[src/rtl/btn_debouncer_if.sv]
// Button conditioner signal bundle: raw keys in, debounced levels and edge pulses out.
`timescale 1ns/1ps
interface btn_debouncer_if #(
  parameter int WIDTH = 4
);
  logic [WIDTH-1:0] btn_raw;
  logic [WIDTH-1:0] btn_level;
  logic [WIDTH-1:0] btn_press;
  logic [WIDTH-1:0] btn_release;
  logic             any_press;

  modport master (
    output btn_raw,
    input  btn_level,
    input  btn_press,
    input  btn_release,
    input  any_press
  );

  modport slave (
    input  btn_raw,
    output btn_level,
    output btn_press,
    output btn_release,
    output any_press
  );
endinterface

[src/rtl/btn_debouncer.sv]
// Per-channel push-button conditioner: two-flop synchroniser, stability counter,
// debounced level and single-cycle press/release pulses.
`timescale 1ns/1ps
module btn_debouncer #(
  parameter int WIDTH           = 4,
  parameter int DEBOUNCE_CYCLES = 2_000_000
) (
  input  logic            clk,
  input  logic            rst_n,
  btn_debouncer_if.slave  bus
);

  localparam int             CNT_W   = $clog2(DEBOUNCE_CYCLES);
  localparam logic [CNT_W-1:0] CNT_MAX = CNT_W'(DEBOUNCE_CYCLES - 1);

  logic [WIDTH-1:0] sync_p0;
  logic [WIDTH-1:0] sync_p1;
  logic [CNT_W-1:0] cnt_p2 [WIDTH];
  logic [WIDTH-1:0] level_p2;
  logic [WIDTH-1:0] press_p2;
  logic [WIDTH-1:0] release_p2;

  // Stage p0/p1: metastability synchroniser; only sync_p1 is used downstream
  always_ff @(posedge clk or negedge rst_n) begin
    if (!rst_n) begin
      sync_p0 <= '0;
      sync_p1 <= '0;
    end else begin
      sync_p0 <= bus.btn_raw;
      sync_p1 <= sync_p0;
    end
  end

  // Stage p2: stability counter; any return to the current level restarts the count
  always_ff @(posedge clk or negedge rst_n) begin
    if (!rst_n) begin
      for (int i = 0; i < WIDTH; i++) begin
        cnt_p2[i] <= '0;
      end
      level_p2   <= '0;
      press_p2   <= '0;
      release_p2 <= '0;
    end else begin
      for (int i = 0; i < WIDTH; i++) begin
        press_p2[i]   <= 1'b0;
        release_p2[i] <= 1'b0;
        if (sync_p1[i] == level_p2[i]) begin
          cnt_p2[i] <= '0;
        end else if (cnt_p2[i] == CNT_MAX) begin
          level_p2[i]   <= sync_p1[i];
          press_p2[i]   <= sync_p1[i];
          release_p2[i] <= ~sync_p1[i];
          cnt_p2[i]     <= '0;
        end else begin
          cnt_p2[i] <= cnt_p2[i] + 1'b1;
        end
      end
    end
  end

  assign bus.btn_level   = level_p2;
  assign bus.btn_press   = press_p2;
  assign bus.btn_release = release_p2;
  assign bus.any_press   = |press_p2;

endmodule
[src/flat_wrapper.sv]
// flat-port wrapper written by rule: the top's interface ports become plain ports
module btn_debouncer_flat 
#(
  parameter int WIDTH           = 4,
  parameter int DEBOUNCE_CYCLES = 2_000_000
)
  (clk, rst_n, bus_btn_raw, bus_btn_level, bus_btn_press, bus_btn_release, bus_any_press);
  btn_debouncer_if #(.WIDTH(WIDTH)) bus_i ();
  input  logic clk;
  input  logic rst_n;
  input wire logic [$bits(bus_i.btn_raw)-1:0] bus_btn_raw;
  output wire logic [$bits(bus_i.btn_level)-1:0] bus_btn_level;
  output wire logic [$bits(bus_i.btn_press)-1:0] bus_btn_press;
  output wire logic [$bits(bus_i.btn_release)-1:0] bus_btn_release;
  output wire logic [$bits(bus_i.any_press)-1:0] bus_any_press;
  assign bus_i.btn_raw = bus_btn_raw;
  assign bus_btn_level = bus_i.btn_level;
  assign bus_btn_press = bus_i.btn_press;
  assign bus_btn_release = bus_i.btn_release;
  assign bus_any_press = bus_i.any_press;
  btn_debouncer #(.WIDTH(WIDTH), .DEBOUNCE_CYCLES(DEBOUNCE_CYCLES)) u_core (.clk(clk), .rst_n(rst_n), .bus(bus_i));
endmodule
[config.mk]
export PLATFORM = sky130hd
export DESIGN_NAME = btn_debouncer_flat
export DESIGN_NICKNAME = d
export VERILOG_FILES = /design/src/rtl/btn_debouncer_if.sv /design/src/rtl/btn_debouncer.sv /design/src/flat_wrapper.sv
export SDC_FILE = /design/constraint.sdc
export NUM_CORES = 1
export LEC_CHECK = 0
export ABC_AREA = 1
export CAP_MARGIN = 20
export CORE_MARGIN = 10
export CORE_UTILIZATION = 46
export DETAILED_ROUTE_END_ITERATION = 10
export HOLD_SLACK_MARGIN = 0.1
export PLACE_DENSITY_LB_ADDON = 0.25
export SYNTH_ARGS = -nofsm -noshare
export SYNTH_HDL_FRONTEND = slang
export SYNTH_SLANG_ARGS = --single-unit
[constraint.sdc]
create_clock -name clk -period 1.71 [get_ports clk]
set_input_delay 0.342 -clock clk [delete_from_list [all_inputs] [get_ports clk]]
set_output_delay 0.342 -clock clk [all_outputs]
set_load 0.03 [all_outputs]
# Yosys cells after proc, flatten, opt, wreduce, memory -nomap -nowiden
# Index checks and enable logic that the tools add are counted.
word_totals:
  ff_bits: 104
  inputBits: 6
  elab_cells: 61
  output_inout_bits: 13
op_classes:
  bitwise_logic: 8
  n_addsub: 4
  n_eq_ne: 8
  mux: 24
  n_reduce_logical: 5
op_table:
  columns: ["op", "count"]
  rows:
  - ["21-bit 2-to-1 mux", 8]
  - ["21-bit by 1-bit adder with 21-bit output, second input constant", 4]
  - ["21-bit equality test, second input constant", 4]
  - ["1-bit 2-to-1 mux", 16]
  - ["1-bit inverter", 8]
  - ["2-bit AND reduction", 4]
  - ["1-bit equality test", 4]
  - ["4-bit OR reduction", 1]

# Depth between registers and ports, before layout
depth:
  depth_word: 3
  depth_mapped: 9
  ltp_nobuf: 9

# Least setup slack after synthesis
# No wires, ideal clock.
synth_path:
  path_kind: "register -> output"
  startpoint: "register u_core.press_p2[1], in the netlist u_core.bus.btn_press[1]"
  endpoint: "output port bus_any_press"
  stages_incl_launch_ff: 2
  n_path_buf: 0
  required_time_ns: 1.368
  t_arrival_ns: 1.187
  path_slack_ns: 0.181
  cell_sequence: "dfrtp_1 or4_1"
synth_between:
  elab_chain_len: 1
synth_lines:
  columns: ["item", "line_no", "rtl"]
  rows:
  - ["start, declared", "btn_debouncer.sv:20", "logic [WIDTH-1:0] press_p2;"]
  - ["start signal, assigned by index", "btn_debouncer.sv:51", "press_p2[i] <= sync_p1[i];"]
  - ["4-bit OR reduction", "btn_debouncer.sv:64", "assign bus.any_press = |press_p2;"]
  - ["end, declared", "flat_wrapper.sv:15", "output wire logic [$bits(bus_i.any_press)-1:0] bus_any_press;"]
# No other way between the ends.

# Final worst setup path
layout_path:
  startpoint: "register u_core.press_p2[0], in the netlist u_core.bus.btn_press[0]"
  endpoint: "output port bus_any_press"
# Same word-level chain as after synthesis.

==> impl_results.md <==
* Status: complete, but fails checks
* Violated checks: negative setup slack
* Vias in the first global route at about 4300
* CTS tree: yes
* Vias post-DR at between 4000 and 5000
* Chip width at 128 um
* Initial antenna violation count at 0
* TritonCTS Buffers at 9
* # IOs at 19
* Post-synth cell types at 30
* Reg2reg start: u_core.cnt_p2[0]$_DFF_PN0_
* Slew Limit Fails at 0
* # rows at 39
* Root Buffer: clkbuf_16
* Dpl cells at around 840
* WP data required at approximately 1.4 ns
* Fin crit share at 1.02
* Port Buf Inserts at 18
* Final wirelength at between 10000 and 15000 um
* Final worst slack at -0.0357 ns
* RR Endpoint: u_core.bus.btn_press[3]$_DFF_PN0_
* Setup TNS at -0.0357 ns
* Slew HR at 0.711
* Max FO, Critical Path at 2
* Kind of end point of the critical path: primary output
* Share of layout cells above drive strength 1 at 0.123
* Setup Buffers After CTS at 0
* Endpoints failing setup at 1
* Hold crit path type: register to register
* Crit path time final at 1.75 ns
* Final #Nets at around 700
* Worst VDD drop at about 0.91 mV
* Pin count of the biggest net entering global routing at 34
* Crit path launch type: register
* Antenna fix cells at 0
* Clock-pin slew on the worst setup and hold paths at 0.07 ns
* R2R cell count at 6
* Finished Layout Cells at approximately 850
* Max-cap viol count at 0
* Avg Synthesized Cell Area at just over 8 um2
* Most used flip-flop cell after synthesis: dfrtp_1
* YS warnings at 0
* Final Hold Viols at 0
* Max clock buf depth at 2
* Fillers at about 1100
* Synthesized instance count at about 670
* Initial Util at 0.471
* Most frequent cells in the layout: 167 x nor2_1, 104 x dfrtp_1, 97 x nand2_1
* Routability cong. at between 0.9 and 1
* Critical path class: register to primary output
* Mapped Nets at between 600 and 700
* Critical Path Source: u_core.bus.btn_press[0]$_DFF_PN0_
* Critical Path End: bus_any_press
* RSZ-0062 raised after global routing: true
* Worst-Margin Slew at 0.434 ns
* GRT Util Overall at 0.143
* Worst EP arrival at approximately 1.4 ns
* Wire per inst at about 13 um
* Die height at between 100 and 150 um
* P_leak at roughly 2.7 nW
* Total gr overflow at 0
* Async set or reset register ratio after synthesis at 1.00
* Final clock skew at between 0.008 and 0.009 ns
* DP Area at 0.00583 mm2
* Clk_lat worst skew at around 0.36 ns
* Core area at around 0.011 mm2
* Worst reg-to-reg setup slack at around 0.17 ns
* #FFs+latches synth at between 100 and 150
* Routed vias/inst at 5.05
* Pwr Density at between 700 and 800 mW/mm2
* First-pass detailed-route iteration total at 4
* Die area at around 0.016 mm2
* Seq/Total Area, Yosys at 0.484
* CTS HTree Levels at 3
* Highest Clock Rate at roughly 570 MHz
* Post-route cell area at between 0.006 and 0.007 mm2
* Dpl hpwl at about 8000 um
* Initial drt markers at between 400 and 500
* First-pass GRT wire length at approximately 19000 um
* Mapped Area at around 0.0054 mm2
* Post-synth EDFFs at 0
* DRC viols at 0
* Detail Route Antenna Nets at 0
* Clock Sinks at roughly 100
* Commonest non-fill, non-tap cell in the layout: nor2_1
* P&R area growth vs syn at 14.8%
* Overall Power at roughly 4.8 mW
* Final hold slack at ~0.35 ns
what timing repair did:
action | in CTS | in global routing
gates resized for setup | 18 | 9
setup endpoints to repair | 11 | 15
hold endpoints to repair | 28 | 0
pin swaps | 1 | 1
hold buffers | 1 | 0
synthesized netlist by cell type (2+ instances only):
| library cell | number | share of area |
|---|---|---|
| nand2_4 | 4 | 0.0084 |
| nand3_2 | 2 | 0.0037 |
| xnor2_1 | 9 | 0.015 |
| nor2_2 | 13 | 0.015 |
| nor2_1 | 169 | 0.12 |
| nand3_1 | 66 | 0.061 |
| o21ai_1 | 4 | 0.0037 |
| xor2_1 | 30 | 0.049 |
| nand4_1 | 10 | 0.012 |
| nand2_1 | 97 | 0.068 |
| clkinv_1 | 2 | 0.0014 |
| nor2_4 | 9 | 0.019 |
| dfrtp_1 | 104 | 0.48 |
| nor3_1 | 14 | 0.013 |
| inv_1 | 70 | 0.049 |
| o21ai_0 | 6 | 0.0056 |
| nor3_2 | 6 | 0.011 |
| a21oi_1 | 16 | 0.015 |
| nand2_2 | 12 | 0.014 |
| nor3b_1 | 3 | 0.0042 |
| nand3_4 | 2 | 0.0065 |
| ha_1 | 4 | 0.0093 |
| inv_2 | 6 | 0.0042 |
worst max-delay path, cell delays in order (launching register included):
cell and delay [ns]:
dfrtp_1 0.37, or4_4 0.53, buf_6 0.15
registers in the layout (all words and copies together) (netlist names):
| name | count |
|---|---|
| u_core.bus.btn_level | 4 |
| u_core.bus.btn_press | 4 |
| u_core.bus.btn_release | 4 |
| u_core.cnt_p2 | 84 |
| u_core.sync_p0 | 4 |
| u_core.sync_p1 | 4 |
power breakdown:
part	internal, mW	total, mW	switching (mW)	leakage, nW
logic	0.0594	0.179	0.120	1.16
clock network	1.18	2.11	0.933	0.145
registers	2.49	2.51	0.0231	1.42
logic make-up (layout without fill, tap and decap cells):
family | count (synthesis) | after routing | synth area share
simple gates | 410 | 410 | 0.359
flops | 104 | 104 | 0.484
buf+inv | 78 | 122 | 0.0544
xor+xnor | 39 | 39 | 0.0635
compound gates | 30 | 30 | 0.0300
fa+ha+maj | 4 | 4 | 0.00930
routing by layer:
metal | vias to the layer above | global-route usage | share of wire
li1 | 2180 | - | -
met1 | 2022 | 0.182 | 0.47
met2 | 84 | 0.222 | 0.47
met3 | 15 | 0.0496 | 0.052
met4 | 0 | 0.0503 | 0.012
met5 | - | 0 | 0
through the flow:
step                setup slack (ns)  utilization
CTS                          -0.0559        0.538
finish                       -0.0357        0.541
global placement              -0.102        0.511
floorplan                      0.181            -
detailed placement            -0.130        0.511
global route                 -0.0711        0.541
area by class of cell:
class	instances	area [um2]	area share
well taps	143	179	0.0290
multi-input cells	483	2520	0.408
flip-flops and latches	104	2600	0.421
inverters	78	293	0.0474
clock buffers	10	239	0.0387
clock inverters	6	67.6	0.0109
repair buffers	28	274	0.0443
worst min-delay path by stage:
stage,slack [ns],endpoint,startpoint,depth (start not counted)
6_report,0.35,u_core.sync_p1[3]$_DFF_PN0_,u_core.sync_p0[3]$_DFF_PN0_,0
5_1_grt,0.35,u_core.sync_p1[3]$_DFF_PN0_,u_core.sync_p0[3]$_DFF_PN0_,0
4_1_cts,0.35,u_core.sync_p1[3]$_DFF_PN0_,u_core.sync_p0[3]$_DFF_PN0_,0
3_5_place_dp,0.31,u_core.cnt_p2[19]$_DFF_PN0_,rst_n,1
3_3_place_gp,0.32,u_core.cnt_p2[19]$_DFF_PN0_,rst_n,1
2_1_floorplan,0.05,u_core.bus.btn_level[0]$_DFFE_PN0P_,rst_n,0
Note: power is estimated with default switching activity, not from simulation.
